==> src/rtl/tawas_ls_wait_if.sv <==
// Request, data-bus and regfile-writeback signals of the Tawas wait-state load/store unit.
// master = core/bus environment side, slave = the load/store unit.
interface tawas_ls_wait_if #(
  parameter int DW = 32,
  parameter int AW = 32,
  parameter int RW = 4
);
  logic            req_vld;
  logic            req_rdy;
  logic            req_wr;
  logic [1:0]      req_size;
  logic            req_sext;
  logic [AW-1:0]   req_addr;
  logic [DW-1:0]   req_data;
  logic [RW-1:0]   req_reg;
  logic            req_err;
  logic [AW-1:0]   daddr;
  logic            dcs;
  logic            raccoon_cs;
  logic            dwr;
  logic [DW/8-1:0] dmask;
  logic [DW-1:0]   dout;
  logic            drdy;
  logic            din_vld;
  logic [DW-1:0]   din;
  logic            ls_load_vld;
  logic [RW-1:0]   ls_load_sel;
  logic [DW-1:0]   ls_load;

  modport master (
    output req_vld, req_wr, req_size, req_sext, req_addr, req_data, req_reg,
    output drdy, din_vld, din,
    input  req_rdy, req_err, daddr, dcs, raccoon_cs, dwr, dmask, dout,
    input  ls_load_vld, ls_load_sel, ls_load
  );

  modport slave (
    input  req_vld, req_wr, req_size, req_sext, req_addr, req_data, req_reg,
    input  drdy, din_vld, din,
    output req_rdy, req_err, daddr, dcs, raccoon_cs, dwr, dmask, dout,
    output ls_load_vld, ls_load_sel, ls_load
  );
endinterface

==> src/rtl/tawas_ls_wait.sv <==
// Tawas load/store unit for wait-state D/Raccoon buses: bus request 1 cycle after accept, held until DRDY;
// up to DEPTH in-order loads tracked, writeback 1 cycle after DIN_VLD. Define TAWAS_LS_SEXT_EN for load sign extension.
module tawas_ls_wait #(
  parameter int DW          = 32,
  parameter int AW          = 32,
  parameter int RW          = 4,
  parameter int DEPTH       = 4,
  parameter int RACCOON_LSB = 20
) (
  input logic            clk_i,
  input logic            rst_i,
  tawas_ls_wait_if.slave ls
);
  localparam int NB = DW / 8;
  localparam int LB = $clog2(NB);
  localparam int PW = $clog2(DEPTH);
  localparam int CW = PW + 1;

  typedef struct packed {
    logic [RW-1:0] sel;
    logic [1:0]    size;
    logic [LB-1:0] off;
`ifdef TAWAS_LS_SEXT_EN
    logic          sext;
`endif
  } tag_t;

  logic          dcs_q, rac_q, dwr_q, err_q;
  logic [NB-1:0] dmask_q, dmask_d;
  logic [DW-1:0] dout_q, dout_d;
  logic [AW-1:0] daddr_q;
  logic          ld_vld_q;
  logic [RW-1:0] ld_sel_q;
  logic [DW-1:0] ld_dat_q, ld_dat_d;
  logic [CW-1:0] cnt_q;
  logic [PW-1:0] wr_ptr_q, rd_ptr_q;
  tag_t          fifo_q [DEPTH];
  tag_t          tag_d, tag_rd;

  logic          busy, req_acc, legal, issue, push, pop, orphan, is_rac, ext, ld_msb;
  logic [LB-1:0] lane;
  logic [DW-1:0] ld_sh, ld_keep;

  assign busy       = dcs_q | rac_q;
  assign ls.req_rdy = (!busy || ls.drdy) && (cnt_q != CW'(DEPTH));
  assign req_acc    = ls.req_vld && ls.req_rdy;
  assign lane       = ls.req_addr[LB-1:0];
  assign is_rac     = (ls.req_addr >> RACCOON_LSB) != '0;
  assign issue      = req_acc && legal;
  assign push       = issue && !ls.req_wr;
  assign pop        = ls.din_vld && (cnt_q != '0);
  assign orphan     = ls.din_vld && (cnt_q == '0);

  // Lane mask and store replication are both driven by the access size.
  always_comb begin
    legal   = 1'b0;
    dmask_d = '0;
    dout_d  = ls.req_data;
    case (ls.req_size)
      2'd0: begin
        legal   = 1'b1;
        dmask_d = NB'(1);
        dout_d  = {NB{ls.req_data[7:0]}};
      end
      2'd1: begin
        legal   = !lane[0];
        dmask_d = NB'(3);
        dout_d  = {(NB/2){ls.req_data[15:0]}};
      end
      2'd2: begin
        legal   = (lane[1:0] == 2'b00);
        dmask_d = NB'(15);
        dout_d  = {(NB/4){ls.req_data[31:0]}};
      end
      default: begin
        legal   = (DW == 64) && (lane == '0);
        dmask_d = '1;
      end
    endcase
    dmask_d = dmask_d << lane;
  end

  always_comb begin
    tag_d      = '0;
    tag_d.sel  = ls.req_reg;
    tag_d.size = ls.req_size;
    tag_d.off  = lane;
`ifdef TAWAS_LS_SEXT_EN
    tag_d.sext = ls.req_sext;
`endif
  end

  assign tag_rd = fifo_q[rd_ptr_q];

`ifdef TAWAS_LS_SEXT_EN
  assign ext = tag_rd.sext;
`else
  logic unused_sext;
  assign ext         = 1'b0;
  assign unused_sext = ls.req_sext;
`endif

  // Return data is right-justified by the lane offset captured at issue time.
  always_comb begin
    ld_sh   = ls.din >> {tag_rd.off, 3'b000};
    ld_keep = '1;
    ld_msb  = 1'b0;
    case (tag_rd.size)
      2'd0:    begin ld_keep = DW'(8'hFF);         ld_msb = ld_sh[7];  end
      2'd1:    begin ld_keep = DW'(16'hFFFF);      ld_msb = ld_sh[15]; end
      2'd2:    begin ld_keep = DW'(32'hFFFF_FFFF); ld_msb = ld_sh[31]; end
      default: begin ld_keep = '1;                 ld_msb = 1'b0;      end
    endcase
    ld_dat_d = (ld_sh & ld_keep) | ((ext && ld_msb) ? ~ld_keep : '0);
  end

  always_ff @(posedge clk_i) begin
    if (rst_i) begin
      dcs_q    <= 1'b0;
      rac_q    <= 1'b0;
      dwr_q    <= 1'b0;
      dmask_q  <= '0;
      dout_q   <= '0;
      daddr_q  <= '0;
      err_q    <= 1'b0;
      ld_vld_q <= 1'b0;
      ld_sel_q <= '0;
      ld_dat_q <= '0;
      cnt_q    <= '0;
      wr_ptr_q <= '0;
      rd_ptr_q <= '0;
    end else begin
      err_q <= (req_acc && !legal) || orphan;
      if (issue) begin
        dcs_q   <= !is_rac;
        rac_q   <= is_rac;
        dwr_q   <= ls.req_wr;
        dmask_q <= dmask_d;
        dout_q  <= dout_d;
        daddr_q <= ls.req_addr & ~AW'(NB - 1);
      end else if (busy && ls.drdy) begin
        dcs_q   <= 1'b0;
        rac_q   <= 1'b0;
        dwr_q   <= 1'b0;
        dmask_q <= '0;
        dout_q  <= '0;
        daddr_q <= '0;
      end
      if (push) begin
        fifo_q[wr_ptr_q] <= tag_d;
        wr_ptr_q         <= wr_ptr_q + PW'(1);
      end
      if (pop) begin
        rd_ptr_q <= rd_ptr_q + PW'(1);
        ld_sel_q <= tag_rd.sel;
        ld_dat_q <= ld_dat_d;
      end
      cnt_q    <= cnt_q + CW'(push) - CW'(pop);
      ld_vld_q <= pop;
    end
  end

  assign ls.dcs         = dcs_q;
  assign ls.raccoon_cs  = rac_q;
  assign ls.dwr         = dwr_q;
  assign ls.dmask       = dmask_q;
  assign ls.dout        = dout_q;
  assign ls.daddr       = daddr_q;
  assign ls.req_err     = err_q;
  assign ls.ls_load_vld = ld_vld_q;
  assign ls.ls_load_sel = ld_sel_q;
  assign ls.ls_load     = ld_dat_q;
endmodule
==> src/flat_wrapper.sv <==
// flat-port wrapper written by rule: the top's interface ports become plain ports
module tawas_ls_wait_flat 
#(
  parameter int DW          = 32,
  parameter int AW          = 32,
  parameter int RW          = 4,
  parameter int DEPTH       = 4,
  parameter int RACCOON_LSB = 20
)
  (clk_i, rst_i, ls_req_vld, ls_req_wr, ls_req_size, ls_req_sext, ls_req_addr, ls_req_data, ls_req_reg, ls_drdy, ls_din_vld, ls_din, ls_req_rdy, ls_req_err, ls_daddr, ls_dcs, ls_raccoon_cs, ls_dwr, ls_dmask, ls_dout, ls_ls_load_vld, ls_ls_load_sel, ls_ls_load);
  tawas_ls_wait_if #(.DW(DW), .AW(AW), .RW(RW)) ls_i ();
  input logic clk_i;
  input logic rst_i;
  input wire logic [$bits(ls_i.req_vld)-1:0] ls_req_vld;
  input wire logic [$bits(ls_i.req_wr)-1:0] ls_req_wr;
  input wire logic [$bits(ls_i.req_size)-1:0] ls_req_size;
  input wire logic [$bits(ls_i.req_sext)-1:0] ls_req_sext;
  input wire logic [$bits(ls_i.req_addr)-1:0] ls_req_addr;
  input wire logic [$bits(ls_i.req_data)-1:0] ls_req_data;
  input wire logic [$bits(ls_i.req_reg)-1:0] ls_req_reg;
  input wire logic [$bits(ls_i.drdy)-1:0] ls_drdy;
  input wire logic [$bits(ls_i.din_vld)-1:0] ls_din_vld;
  input wire logic [$bits(ls_i.din)-1:0] ls_din;
  output wire logic [$bits(ls_i.req_rdy)-1:0] ls_req_rdy;
  output wire logic [$bits(ls_i.req_err)-1:0] ls_req_err;
  output wire logic [$bits(ls_i.daddr)-1:0] ls_daddr;
  output wire logic [$bits(ls_i.dcs)-1:0] ls_dcs;
  output wire logic [$bits(ls_i.raccoon_cs)-1:0] ls_raccoon_cs;
  output wire logic [$bits(ls_i.dwr)-1:0] ls_dwr;
  output wire logic [$bits(ls_i.dmask)-1:0] ls_dmask;
  output wire logic [$bits(ls_i.dout)-1:0] ls_dout;
  output wire logic [$bits(ls_i.ls_load_vld)-1:0] ls_ls_load_vld;
  output wire logic [$bits(ls_i.ls_load_sel)-1:0] ls_ls_load_sel;
  output wire logic [$bits(ls_i.ls_load)-1:0] ls_ls_load;
  assign ls_i.req_vld = ls_req_vld;
  assign ls_i.req_wr = ls_req_wr;
  assign ls_i.req_size = ls_req_size;
  assign ls_i.req_sext = ls_req_sext;
  assign ls_i.req_addr = ls_req_addr;
  assign ls_i.req_data = ls_req_data;
  assign ls_i.req_reg = ls_req_reg;
  assign ls_i.drdy = ls_drdy;
  assign ls_i.din_vld = ls_din_vld;
  assign ls_i.din = ls_din;
  assign ls_req_rdy = ls_i.req_rdy;
  assign ls_req_err = ls_i.req_err;
  assign ls_daddr = ls_i.daddr;
  assign ls_dcs = ls_i.dcs;
  assign ls_raccoon_cs = ls_i.raccoon_cs;
  assign ls_dwr = ls_i.dwr;
  assign ls_dmask = ls_i.dmask;
  assign ls_dout = ls_i.dout;
  assign ls_ls_load_vld = ls_i.ls_load_vld;
  assign ls_ls_load_sel = ls_i.ls_load_sel;
  assign ls_ls_load = ls_i.ls_load;
  tawas_ls_wait #(.DW(DW), .AW(AW), .RW(RW), .DEPTH(DEPTH), .RACCOON_LSB(RACCOON_LSB)) u_core (.clk_i(clk_i), .rst_i(rst_i), .ls(ls_i));
endmodule
==> config.mk <==
export PLATFORM = sky130hd
export DESIGN_NAME = tawas_ls_wait_flat
export DESIGN_NICKNAME = d
export VERILOG_FILES = /design/src/rtl/tawas_ls_wait_if.sv /design/src/rtl/tawas_ls_wait.sv /design/src/flat_wrapper.sv
export SDC_FILE = /design/constraint.sdc
export NUM_CORES = 1
export LEC_CHECK = 0
export ABC_CLOCK_PERIOD_IN_PS = 3930
export BUFFER_PORTS_ARGS = -buffer_cell sky130_fd_sc_hd__buf_4
export CAP_MARGIN = 15
export CORE_ASPECT_RATIO = 0.9
export CORE_MARGIN = 3
export CORE_UTILIZATION = 34
export DETAILED_ROUTE_END_ITERATION = 7
export PLACE_DENSITY = 0.67
export SLEW_MARGIN = 20
export SYNTH_ARGS = -nofsm -noshare
export SYNTH_HDL_FRONTEND = slang
export SYNTH_SLANG_ARGS = --single-unit
==> constraint.sdc <==
create_clock -name clk_i -period 3.93 [get_ports clk_i]
set_clock_uncertainty 0.15 [all_clocks]
set_input_delay 0.786 -clock clk_i [delete_from_list [all_inputs] [get_ports clk_i]]
set_output_delay 0.786 -clock clk_i [all_outputs]
set_load 0.02 [all_outputs]
==> results.sh <==
export IMPL_outcome="finished, final reports clean"
export IMPL_relSlewSlack=0.358
export IMPL_cpPeakStageDelay_ns=0.67
export IMPL_yosysWarningCount=0
export IMPL_crit_slowest_cell="o31ai_2"
export IMPL_rows=46
export IMPL_synth_area_leader_cell="dfxtp_1"
export IMPL_antenna_found_initial=0
export IMPL_cts_tree="yes"
export IMPL_tightest_slew_ns=0.963
export IMPL_h_tree_depth=4
export IMPL_cts_inserted_buffers=17
export IMPL_cp_arrival_ns=3.02
export IMPL_drive_gt1_frac=0.344
export IMPL_cts_root_buf="clkbuf_16"
export IMPL_io_buffer_count=215
export IMPL_end_kind="flop"
export IMPL_yosys_area_top_type_share=0.376
export IMPL_die_y_um=134
export IMPL_yosysSeqAreaShare=0.532
export IMPL_cap_violations=0
export IMPL_rsz0062_at_grt="false"
export IMPL_core_area_um2=17700
export IMPL_firstDrtPassIters=4
export IMPL_fin_util=0.482
export IMPL_route_detailed_drc=0
export IMPL_setup_viol=0
export IMPL_start_util=0.348
export IMPL_die_area_um2=19800
export IMPL_syn_area_per_cell_um2=10.0
export IMPL_grt_pass1_vias=5126
export IMPL_grtUsageTotal=0.175
export IMPL_antenna_left=0
export IMPL_cts_setup_buffers=0
export IMPL_crit_start="u_core.cnt_q[2]"
export IMPL_synth_seq_cells=148
export IMPL_syn_inst=617
export IMPL_wire_per_inst_um=16.8
export IMPL_place_hpwl_um=12300
export IMPL_ctsHoldBuffers=0
export IMPL_hold_path_class="flop to flop"
export IMPL_finalCritPeriodShare=0.740
export IMPL_p_per_area_nw_per_um2=538
export IMPL_gp_congestion=0.771
export IMPL_cts_resized_gates=0
export IMPL_viasPerCell=4.97
export IMPL_finalHoldViolations=0
export IMPL_async_reset_ff_frac=0
export IMPL_ys_types=42
export IMPL_clock_fmax_mhz=344
export IMPL_grt_overflow=0
export IMPL_setup_tns_final_ns=0
export IMPL_path_clk_slew_ns=0.06
export IMPL_cts_buffer_depth=2
export IMPL_criticalPathCategory="flop to flop"
export IMPL_routed_wl_um=17800
export IMPL_grt_max_degree=89
export IMPL_worst_skew_pair_late_latency_ns=0.42
export IMPL_grt_pass1_wl_um=27500
export IMPL_num_antenna_cells=0
export IMPL_synthFlopType="dfxtp_1"
export IMPL_p_leak_uw=0.00352
export IMPL_cts_sinks=148
export IMPL_fin_nets=926
export IMPL_drt_iter0_markers=235
export IMPL_via_count=5282
export IMPL_min_period_ns=2.91
export IMPL_synthToLayoutAreaGrowth_pct=38.5
export IMPL_slew_viol_final=0
export IMPL_max_vdd_ir_drop_v=0.000321
export IMPL_num_io_pins=219
export IMPL_synth_area_leaders="dfxtp_1, edfxtp_1, a21oi_1, nand3_1, nand2_1"
export IMPL_synth_edf_count=32
export IMPL_regToRegStartpoint="u_core.cnt_q[2]"
export IMPL_cp_max_fo=8
export IMPL_hold_path_startpoint="u_core.ls.ls_load[16]"
export IMPL_crit_chain="o31ai_2 -> clkinv_1 -> buf_4 -> ha_1 -> inv_1 -> ha_1 -> inv_1 -> fa_1 -> xor2_1 -> xnor2_1 -> nor2_1"
export IMPL_worstSetupStartpointType="flop"
export IMPL_r2r_slack_ns=1.02
export IMPL_syn_area_um2=6170
export IMPL_die_x_um=148
export IMPL_required_ns=4.04
[cell families (layout without fill, tap and decap cells)]
logic type                 count (synthesis)  in the layout  share of synthesized area
xor gates and xnor gates                   4              4                    0.00568
DFF                                      148            148                      0.532
adders and majority gates                  7              7                     0.0154
AOI/OAI and AO/OA                        142            142                      0.139
and+or+nand+nor                          200            200                      0.151
muxes                                     58             58                      0.116
other                                      1              2                   0.000608
buffers and inverters                     57            261                     0.0414
[cells in the final DEF (no fill, tap or decap), types with 2 or more instances in the layout]
cell type,n
a21oi_1,76
a22o_1,16
a2bb2oi_1,8
and2_1,4
buf_4,223
bufinv_16,3
clkbuf_1,3
clkbuf_16,17
clkbuf_8,2
clkinv_2,3
conb_1,2
dfxtp_1,116
edfxtp_1,32
ha_1,6
inv_1,6
mux2_2,16
mux2i_1,33
mux4_2,9
nand2_1,90
nand3_1,68
nor2_1,10
nor2b_1,7
nor3_1,6
nor4_1,3
o21a_1,2
o21ai_0,26
o2bb2ai_1,8
or3_1,6
xnor2_1,2
xor2_1,2
[state kept, by name, summed over array words and instances (netlist names), named ones only]
| register | flops |
|---|---|
| u_core.ls.dcs | 1 |
| u_core.wr_ptr_q | 2 |
| u_core.cnt_q | 3 |
| u_core.ls.ls_load | 32 |
| u_core.fifo_q | 32 |
| u_core.ls.req_err | 1 |
| u_core.ls.ls_load_sel | 4 |
| u_core.ls.dwr | 1 |
| u_core.ls.dout | 32 |
| u_core.ls.ls_load_vld | 1 |
| u_core.rd_ptr_q | 2 |
| u_core.ls.dmask | 4 |
| u_core.ls.raccoon_cs | 1 |
| u_core.ls.daddr | 30 |
[report_power, final]
| part | total, uW | leakage (uW) | internal (uW) | switching, uW |
|---|---|---|---|---|
| registers | 1790 | 0.00123 | 1700 | 91.7 |
| logic | 1150 | 0.00200 | 503 | 648 |
| clock network | 1650 | 0.000291 | 1030 | 626 |
| total | 4600 | 0.00352 | 3230 | 1370 |
[synthesized netlist by cell type, types with 2 or more instances]
cell type	number
inv_1	6
a21oi_1	76
a22o_1	16
mux2_2	16
nor4_1	3
a2bb2oi_1	8
clkbuf_1	31
xnor2_1	2
o2bb2ai_1	8
nor3_1	6
xor2_1	2
or3_1	6
buf_4	2
edfxtp_1	32
nor2b_1	7
buf_6	2
o21ai_0	26
nand2_1	90
mux4_2	9
nand3_1	68
nor2_1	11
ha_1	6
dfxtp_1	116
mux2i_1	33
and2_1	4
o21a_1	2
buf_2	14
[cell type report]
type | count | area, um^2
tap | 240 | 300
clock buffer | 22 | 464
clock inverter | 9 | 128
sequential | 148 | 3280
fill | 1674 | 9180
multi-input combinational | 413 | 2670
timing repair buffer | 223 | 1670
inverter | 7 | 26.3
[metal layers]
metal / wire (um) / part of all wire / GRT usage / up-vias
li1: - / - / - / 2591
met1: 7370 / 0.41 / 0.213 / 2492
met2: 8560 / 0.48 / 0.288 / 181
met3: 1630 / 0.091 / 0.0669 / 18
met4: 285 / 0.016 / 0.0564 / 0
met5: 0 / 0 / 0 / -
[critical path: cells and delay by family (launching register included)]
| family | cells | cell delay [ns] |
|---|---|---|
| adder cells (fa/ha/maj) | 3 | 0.79 |
| buffers and inverters | 4 | 0.45 |
| AO/OA/AOI/OAI | 1 | 0.67 |
| XOR/XNOR | 2 | 0.30 |
| flip-flops | 1 | 0.35 |
| AND/OR/NAND/NOR | 1 | 0.05 |
[stage by stage]
step | std cells | instance area [um^2] | total power (uW) | hold slack, ns | setup slack (ns)
3_5_place_dp | 1031 | 7950 | 2980 | 0.297 | 0.920
4_1_cts | 1062 | 8550 | 4640 | 0.311 | 0.961
6_report | 1062 | 8550 | 4600 | 0.304 | 1.02
5_1_grt | 1062 | 8550 | 4810 | 0.330 | 0.726
2_1_floorplan | 618 | 6180 | 2540 | 0.335 | 0.788
3_3_place_gp | 1031 | 7950 | 2970 | 0.287 | 0.932
[worst paths after layout]
path | to | cells past startpoint
max | u_core.cnt_q[2] | 11
min | u_core.ls.ls_load[16] | 2
max reg2reg | u_core.cnt_q[2] | 11
min reg2reg | u_core.ls.ls_load[16] | 2
Power figures use the tool's default switching activity.
